### config.mk
export PLATFORM = sky130hd
export DESIGN_NAME = rtc_bus_sequencer
export DESIGN_NICKNAME = d
export VERILOG_FILES = /design/src/rtl/rtc_bus_sequencer.sv
export SDC_FILE = /design/constraint.sdc
export NUM_CORES = 1
export LEC_CHECK = 0
export BUFFER_PORTS_ARGS = -buffer_cell sky130_fd_sc_hd__buf_2
export CAP_MARGIN = 20
export CORE_AREA = 2 2 145 147
export CTS_CLUSTER_SIZE = 25
export DETAILED_ROUTE_END_ITERATION = 8
export DIE_AREA = 0 0 147 149
export PLACE_DENSITY = 0.8
export SLEW_MARGIN = 40
export SYNTH_ARGS = -nofsm -noshare
export SYNTH_HDL_FRONTEND = slang
export SYNTH_SLANG_ARGS = --single-unit
### constraint.sdc
create_clock -name clk -period 15.2 [get_ports clk]
set_input_delay 1.52 -clock clk [delete_from_list [all_inputs] [get_ports clk]]
set_output_delay 1.52 -clock clk [all_outputs]
set_load 0.01 [all_outputs]
### src/rtl/rtc_bus_sequencer.sv
// Self-timed RTC multiplexed-bus sequencer: runs read bursts (command, then every
// listed register into a coherent snapshot) and write bursts (every register, then commit).
module rtc_bus_sequencer #(
  parameter int                    NUM_REGS  = 9,
  parameter logic [8*NUM_REGS-1:0] REG_ADDRS = 72'h43_42_41_26_25_24_23_22_21,
  parameter int                    PHASE_CYC = 1,
  parameter logic [7:0]            RD_CMD    = 8'hF0,
  parameter logic [7:0]            WR_CMD    = 8'hF1
) (
  input  logic                    clk,
  input  logic                    rst,
  input  logic                    start,
  input  logic                    wr_mode,
  input  logic [8*NUM_REGS-1:0]   wdata,
  input  logic [7:0]              Dato,
  output logic [8*NUM_REGS-1:0]   rdata,
  output logic                    busy,
  output logic                    done,
  output logic                    AD,
  output logic                    CS,
  output logic                    RD,
  output logic                    WR,
  output logic                    Dir_Dat,
  output logic [7:0]              Direccion
);

  localparam int IW = $clog2(NUM_REGS + 1);
  localparam logic [IW-1:0] LAST_SLOT = IW'(NUM_REGS);
  localparam logic [3:0]    PH_LAST   = 4'(PHASE_CYC - 1);

  localparam logic [2:0] S_IDLE = 3'd0;
  localparam logic [2:0] S_A0   = 3'd1;
  localparam logic [2:0] S_A1   = 3'd2;
  localparam logic [2:0] S_A2   = 3'd3;
  localparam logic [2:0] S_D0   = 3'd4;
  localparam logic [2:0] S_D1   = 3'd5;
  localparam logic [2:0] S_DONE = 3'd6;

  logic [2:0]            state_reg, state_next;
  logic [3:0]            phase_reg, phase_next;
  logic [IW-1:0]         slot_reg, slot_next;
  logic                  mode_reg, mode_next;
  logic [8*NUM_REGS-1:0] wdata_reg;
  logic [8*NUM_REGS-1:0] shadow_reg, shadow_next;
  logic [8*NUM_REGS-1:0] rdata_reg;
  logic                  busy_reg, done_reg;
  logic                  ad_reg, cs_reg, rd_reg, wr_reg, dir_reg;
  logic [7:0]            addr_reg;
  logic                  busy_next, done_next;
  logic                  ad_next, cs_next, rd_next, wr_next, dir_next;
  logic [7:0]            addr_next;

  logic                  accept, phase_last, capture, finishing;
  logic [7:0]            slot_addr, slot_wbyte;

  // Per-slot lookup tables: read bursts lead with the command, write bursts end with it.
  logic [7:0] rd_addr_tab [0:NUM_REGS];
  logic [7:0] wr_addr_tab [0:NUM_REGS];
  logic [7:0] wr_data_tab [0:NUM_REGS];

  assign rd_addr_tab[0]        = RD_CMD;
  assign wr_addr_tab[NUM_REGS] = WR_CMD;
  assign wr_data_tab[NUM_REGS] = 8'h00;

  genvar gi;
  generate
    for (gi = 0; gi < NUM_REGS; gi++) begin : g_slot
      assign rd_addr_tab[gi+1] = REG_ADDRS[8*gi +: 8];
      assign wr_addr_tab[gi]   = REG_ADDRS[8*gi +: 8];
      assign wr_data_tab[gi]   = wdata_reg[8*gi +: 8];
      assign shadow_next[8*gi +: 8] = (capture && slot_reg == IW'(gi + 1)) ?
                                      Dato : shadow_reg[8*gi +: 8];
    end
  endgenerate

  assign accept     = (state_reg == S_IDLE) && start;
  assign phase_last = (phase_reg == PH_LAST);
  assign capture    = (state_reg == S_D1) && phase_last && !mode_reg;
  assign finishing  = (state_reg == S_D1) && phase_last && (slot_reg == LAST_SLOT);
  assign mode_next  = accept ? wr_mode : mode_reg;

  always_comb begin
    state_next = state_reg;
    phase_next = phase_reg;
    slot_next  = slot_reg;
    case (state_reg)
      S_IDLE: begin
        if (start) begin
          state_next = S_A0;
          phase_next = 4'd0;
          slot_next  = '0;
        end
      end
      S_DONE: state_next = S_IDLE;
      default: begin
        if (phase_last) begin
          phase_next = 4'd0;
          case (state_reg)
            S_A0:    state_next = S_A1;
            S_A1:    state_next = S_A2;
            S_A2:    state_next = S_D0;
            S_D0:    state_next = S_D1;
            default: begin
              if (slot_reg == LAST_SLOT) begin
                state_next = S_DONE;
              end else begin
                slot_next  = slot_reg + IW'(1);
                state_next = S_A0;
              end
            end
          endcase
        end else begin
          phase_next = phase_reg + 4'd1;
        end
      end
    endcase
  end

  assign slot_addr  = mode_next ? wr_addr_tab[slot_next] : rd_addr_tab[slot_next];
  assign slot_wbyte = wr_data_tab[slot_next];

  // Bus values are decoded from the next state so every strobe leaves a flop.
  always_comb begin
    ad_next   = 1'b1;
    cs_next   = 1'b1;
    rd_next   = 1'b1;
    wr_next   = 1'b1;
    dir_next  = 1'b0;
    addr_next = 8'h00;
    busy_next = 1'b1;
    done_next = 1'b0;
    case (state_next)
      S_A0: ad_next = 1'b0;
      S_A1: begin
        ad_next   = 1'b0;
        cs_next   = 1'b0;
        wr_next   = 1'b0;
        addr_next = slot_addr;
      end
      S_A2: addr_next = slot_addr;
      S_D0, S_D1: begin
        cs_next = 1'b0;
        if (mode_next) begin
          wr_next   = 1'b0;
          addr_next = slot_wbyte;
        end else begin
          rd_next  = 1'b0;
          dir_next = 1'b1;
        end
      end
      S_DONE: begin
        busy_next = 1'b0;
        done_next = 1'b1;
      end
      default: busy_next = 1'b0;
    endcase
  end

  always_ff @(posedge clk or posedge rst) begin
    if (rst) begin
      state_reg  <= S_IDLE;
      phase_reg  <= 4'd0;
      slot_reg   <= '0;
      mode_reg   <= 1'b0;
      wdata_reg  <= '0;
      shadow_reg <= '0;
      rdata_reg  <= '0;
      busy_reg   <= 1'b0;
      done_reg   <= 1'b0;
      ad_reg     <= 1'b1;
      cs_reg     <= 1'b1;
      rd_reg     <= 1'b1;
      wr_reg     <= 1'b1;
      dir_reg    <= 1'b0;
      addr_reg   <= 8'h00;
    end else begin
      state_reg  <= state_next;
      phase_reg  <= phase_next;
      slot_reg   <= slot_next;
      mode_reg   <= mode_next;
      shadow_reg <= shadow_next;
      busy_reg   <= busy_next;
      done_reg   <= done_next;
      ad_reg     <= ad_next;
      cs_reg     <= cs_next;
      rd_reg     <= rd_next;
      wr_reg     <= wr_next;
      dir_reg    <= dir_next;
      addr_reg   <= addr_next;
      if (accept) begin
        wdata_reg <= wdata;
      end
      // Snapshot includes the byte sampled on this same final edge.
      if (finishing && !mode_reg) begin
        rdata_reg <= shadow_next;
      end
    end
  end

  assign rdata     = rdata_reg;
  assign busy      = busy_reg;
  assign done      = done_reg;
  assign AD        = ad_reg;
  assign CS        = cs_reg;
  assign RD        = rd_reg;
  assign WR        = wr_reg;
  assign Dir_Dat   = dir_reg;
  assign Direccion = addr_reg;

endmodule

==> metrics.md <==
| Metric | Value |
|---|---|
| Global Route Usage Sum | 22.0% |
| Outcome | finished clean |
| Max Freq | 0.248 GHz |
| Hold Path Class | reg2reg |
| Drt first pass iters | 5 |
| Synth warnings | 0 |
| CTS sink count | 235 |
| Endpoint class of the critical path | flip-flop |
| Worst reg-to-reg path cell count | 8 |
| Mapped cell area | 10,000 um2 |
| Rel. slew slack | 51.3% |
| PortBufs | 170 |
| Slew at the pin closest to its max-slew limit | 0.715 ns |
| Worst vdd ir | 96.1 uV |
| Diodes inserted | 0 |
| Yosys top cell area share | 57.6% |
| Core Util, Final | 58.0% |
| Hold Vio Cnt, Final | 0 |
| Endpoints failing setup | 0 |
| Postcts setup bufs | 0 |
| Hold depth | 2 |
| TritonCTS Buffers | 25 |
| Setup crit start | start |
| Largest net degree at the start of global routing | 89 |
| Fin nets | 1,122 |
| Vias in the first global route | 6,967 |
| WL per Instance | 18.0 um |
| Clock Path Buffers | 3 |
| Via count | 7,097 |
| Final Cycle Share | 26.5% |
| Critical Path Source Type | primary input |
| Syn Nets | 959 |
| Hold Startpoint | rdata[60] |
| Fraction of layout cells with a size suffix above 1 | 35.9% |
| M3 GR Usage | 3.46% |
| Register area share after synthesis | 58.7% |
| Leading area contributor after synthesis | dfrtp_1 |
| Syn avg cell area | 11.6 um2 |
| Gr busiest metal | met2 |
| Worst Path Max Fanout | 74 |
| Initial antenna violation count | 0 |
| RR Startpoint | state_reg[0] |
| Die height | 149 um |
| Met2 Track Usage GR | 35.6% |
| WS Path Type | in2reg |
| Post-CTS resize count | 0 |
| CTS Hold Buffers Added | 0 |
| WP data required | 15.58 ns |
| Final wirelength | 23,800 um |
| Core Rows | 53 |
| Ys flop type | dfrtp_1 |
| Clock slew at reported path FFs | 0.06 ns |
| LEAKAGE | 5.92 nW |
| H-tree depth | 1 |
| Post-route setup TNS | 0 ns |
| Routability cong. | 0.866 |
| Met1 Use GR | 31.2% |
| Async SR Flop Fraction | 100% |
| Post-Synthesis Cells | 865 |
| IO Pins | 171 |
| Cell Pwr Density | 169 nW/um2 |
| Root Driver | clkbuf_16 |
| CP arrival | 4.41 ns |
| First-pass GRT wire length | 38,000 um |
| Tmin final | 4.03 ns |
| Clk_skew | 0.0121 ns |
| Post-route ant nets | 0 |
| Area delta synth->final | 18.7% |
| #FFs+latches synth | 235 |
| Total gr overflow | 0 |
| EDFF count, synth | 0 |
| Max Cap Viol | 0 |
| Unrepaired setup endpoints after global routing | false |
| Slew Limit Fails | 0 |
| CTS tree | built |
| Starting DRC count in detailed routing | 381 |
| Worst-skew pair later-pin latency | 0.52 ns |
| Dpl hpwl | 16,200 um |
| Starting Density | 48.8% |
| DRC viols | 0 |
| Die area | 21,900 um2 |
| Leading post-synthesis cells by cell area | dfrtp_1 (58%), mux2_2 (14%), nand2_1 (11%) |
| Die W | 147 um |
| Yosys cell types | 67 |
| Power consumption | 2.01 mW |
| Core area | 20,600 um2 |
| DR vias/cell | 5.38 |
==> layout by cell type (no fill, tap or decap), types with 3 or more instances in the layout <==
cell type	Yosys	layout
a21oi_1	12	12
a221o_1	3	3
a221oi_1	5	5
a22oi_1	4	4
a32oi_1	3	3
buf_2	13	170
buf_6	3	3
clkbuf_1	21	7
clkbuf_16	0	25
clkbuf_8	0	4
clkinv_2	0	4
dfrtp_1	231	231
dfstp_2	4	4
ha_1	10	10
inv_1	12	11
mux2_2	124	124
mux2i_1	11	11
mux4_2	9	9
nand2_1	292	292
nand2_2	6	6
nand2b_1	4	4
nand3_1	12	12
nand4_1	5	5
nor2_1	10	9
nor3_1	7	7
o211ai_1	3	3
o21ai_0	11	11
==> cells in the mapped netlist (3+ instances only) <==
master and number:
buf_2 13, mux2_2 124, o21ai_0 11, o211ai_1 3, nand2_2 6, a22oi_1 4, nand2_1 292, a21oi_1 12
a32oi_1 3, clkbuf_1 21, a221oi_1 5, buf_6 3, mux2i_1 11, nand2b_1 4, ha_1 10, nand3_1 12
nor3_1 7, nor2_1 10, mux4_2 9, nand4_1 5, a221o_1 3, inv_1 12, dfrtp_1 231, dfstp_2 4
==> power breakdown <==
part / switching (mW) / internal (mW) / leakage, nW
Combinational: 0.294 / 0.226 / 2.64
Clock: 0.236 / 0.339 / 0.380
Sequential: 0.123 / 0.795 / 2.90
Total: 0.653 / 1.36 / 5.92
==> per-layer routing <==
layer,part of all wire [%],vias to the layer above
met4,2.8,0
met2,47,281
met3,6.8,48
met5,0,-
met1,43,3499
li1,-,3269
==> worst max-delay path, stage by stage <==
cell	delay [ns]
buf_2	0.11
nor4b_4	0.18
buf_4	0.59
mux2i_2	0.65
clkinv_1	0.42
o2111ai_1	0.37
nor2_1	0.20
a22oi_1	0.23
nand4_1	0.12
==> stage by stage <==
| stage | instances | instance area (um2) | setup WS (ns) | hold slack [ns] |
|---|---|---|---|---|
| after floorplan | 865 | 10000 | 7.24 | 0.440 |
| after global placement | 1275 | 11100 | 10.78 | 0.453 |
| after detailed placement | 1275 | 11100 | 10.69 | 0.458 |
| after CTS | 1319 | 11900 | 11.21 | 0.480 |
| after global routing | 1320 | 11900 | 10.93 | 0.493 |
| final | 1320 | 11900 | 11.17 | 0.475 |
==> worst paths after layout <==
| path | slack (ns) | endpoint |
|---|---|---|
| min in group asynchronous | 1.09 | rdata[41] |
| hold reg to reg | 0.47 | rdata[60] |
| setup reg to reg | 11.50 | Direccion[1] |
| max in group asynchronous | 13.02 | shadow_reg[22] |
| setup / recovery | 11.17 | Direccion[1] |
| hold / removal | 0.47 | rdata[60] |
==> logic make-up (layout without fill, tap and decap cells) <==
family          Yosys count  in the layout  synth area share (%)
simple gates            361            361                  15.7
mux                     146            146                  17.4
xor+xnor                  1              1                0.0873
flops                   235            235                  58.7
compound gates           59             59                  4.49
buf+inv                  53            233                  2.44
fa+ha+maj                10             10                  1.25
==> layout make-up <==
class | instances | area [um2]
flip-flops and latches | 235 | 5890
repair buffers | 175 | 912
inverters | 14 | 62.6
well taps | 275 | 344
clock buffers | 36 | 707
fillers | 1705 | 8640
clock inverters | 8 | 73.8
multi-input cells | 577 | 3930
(Power assumes the default switching activity.)
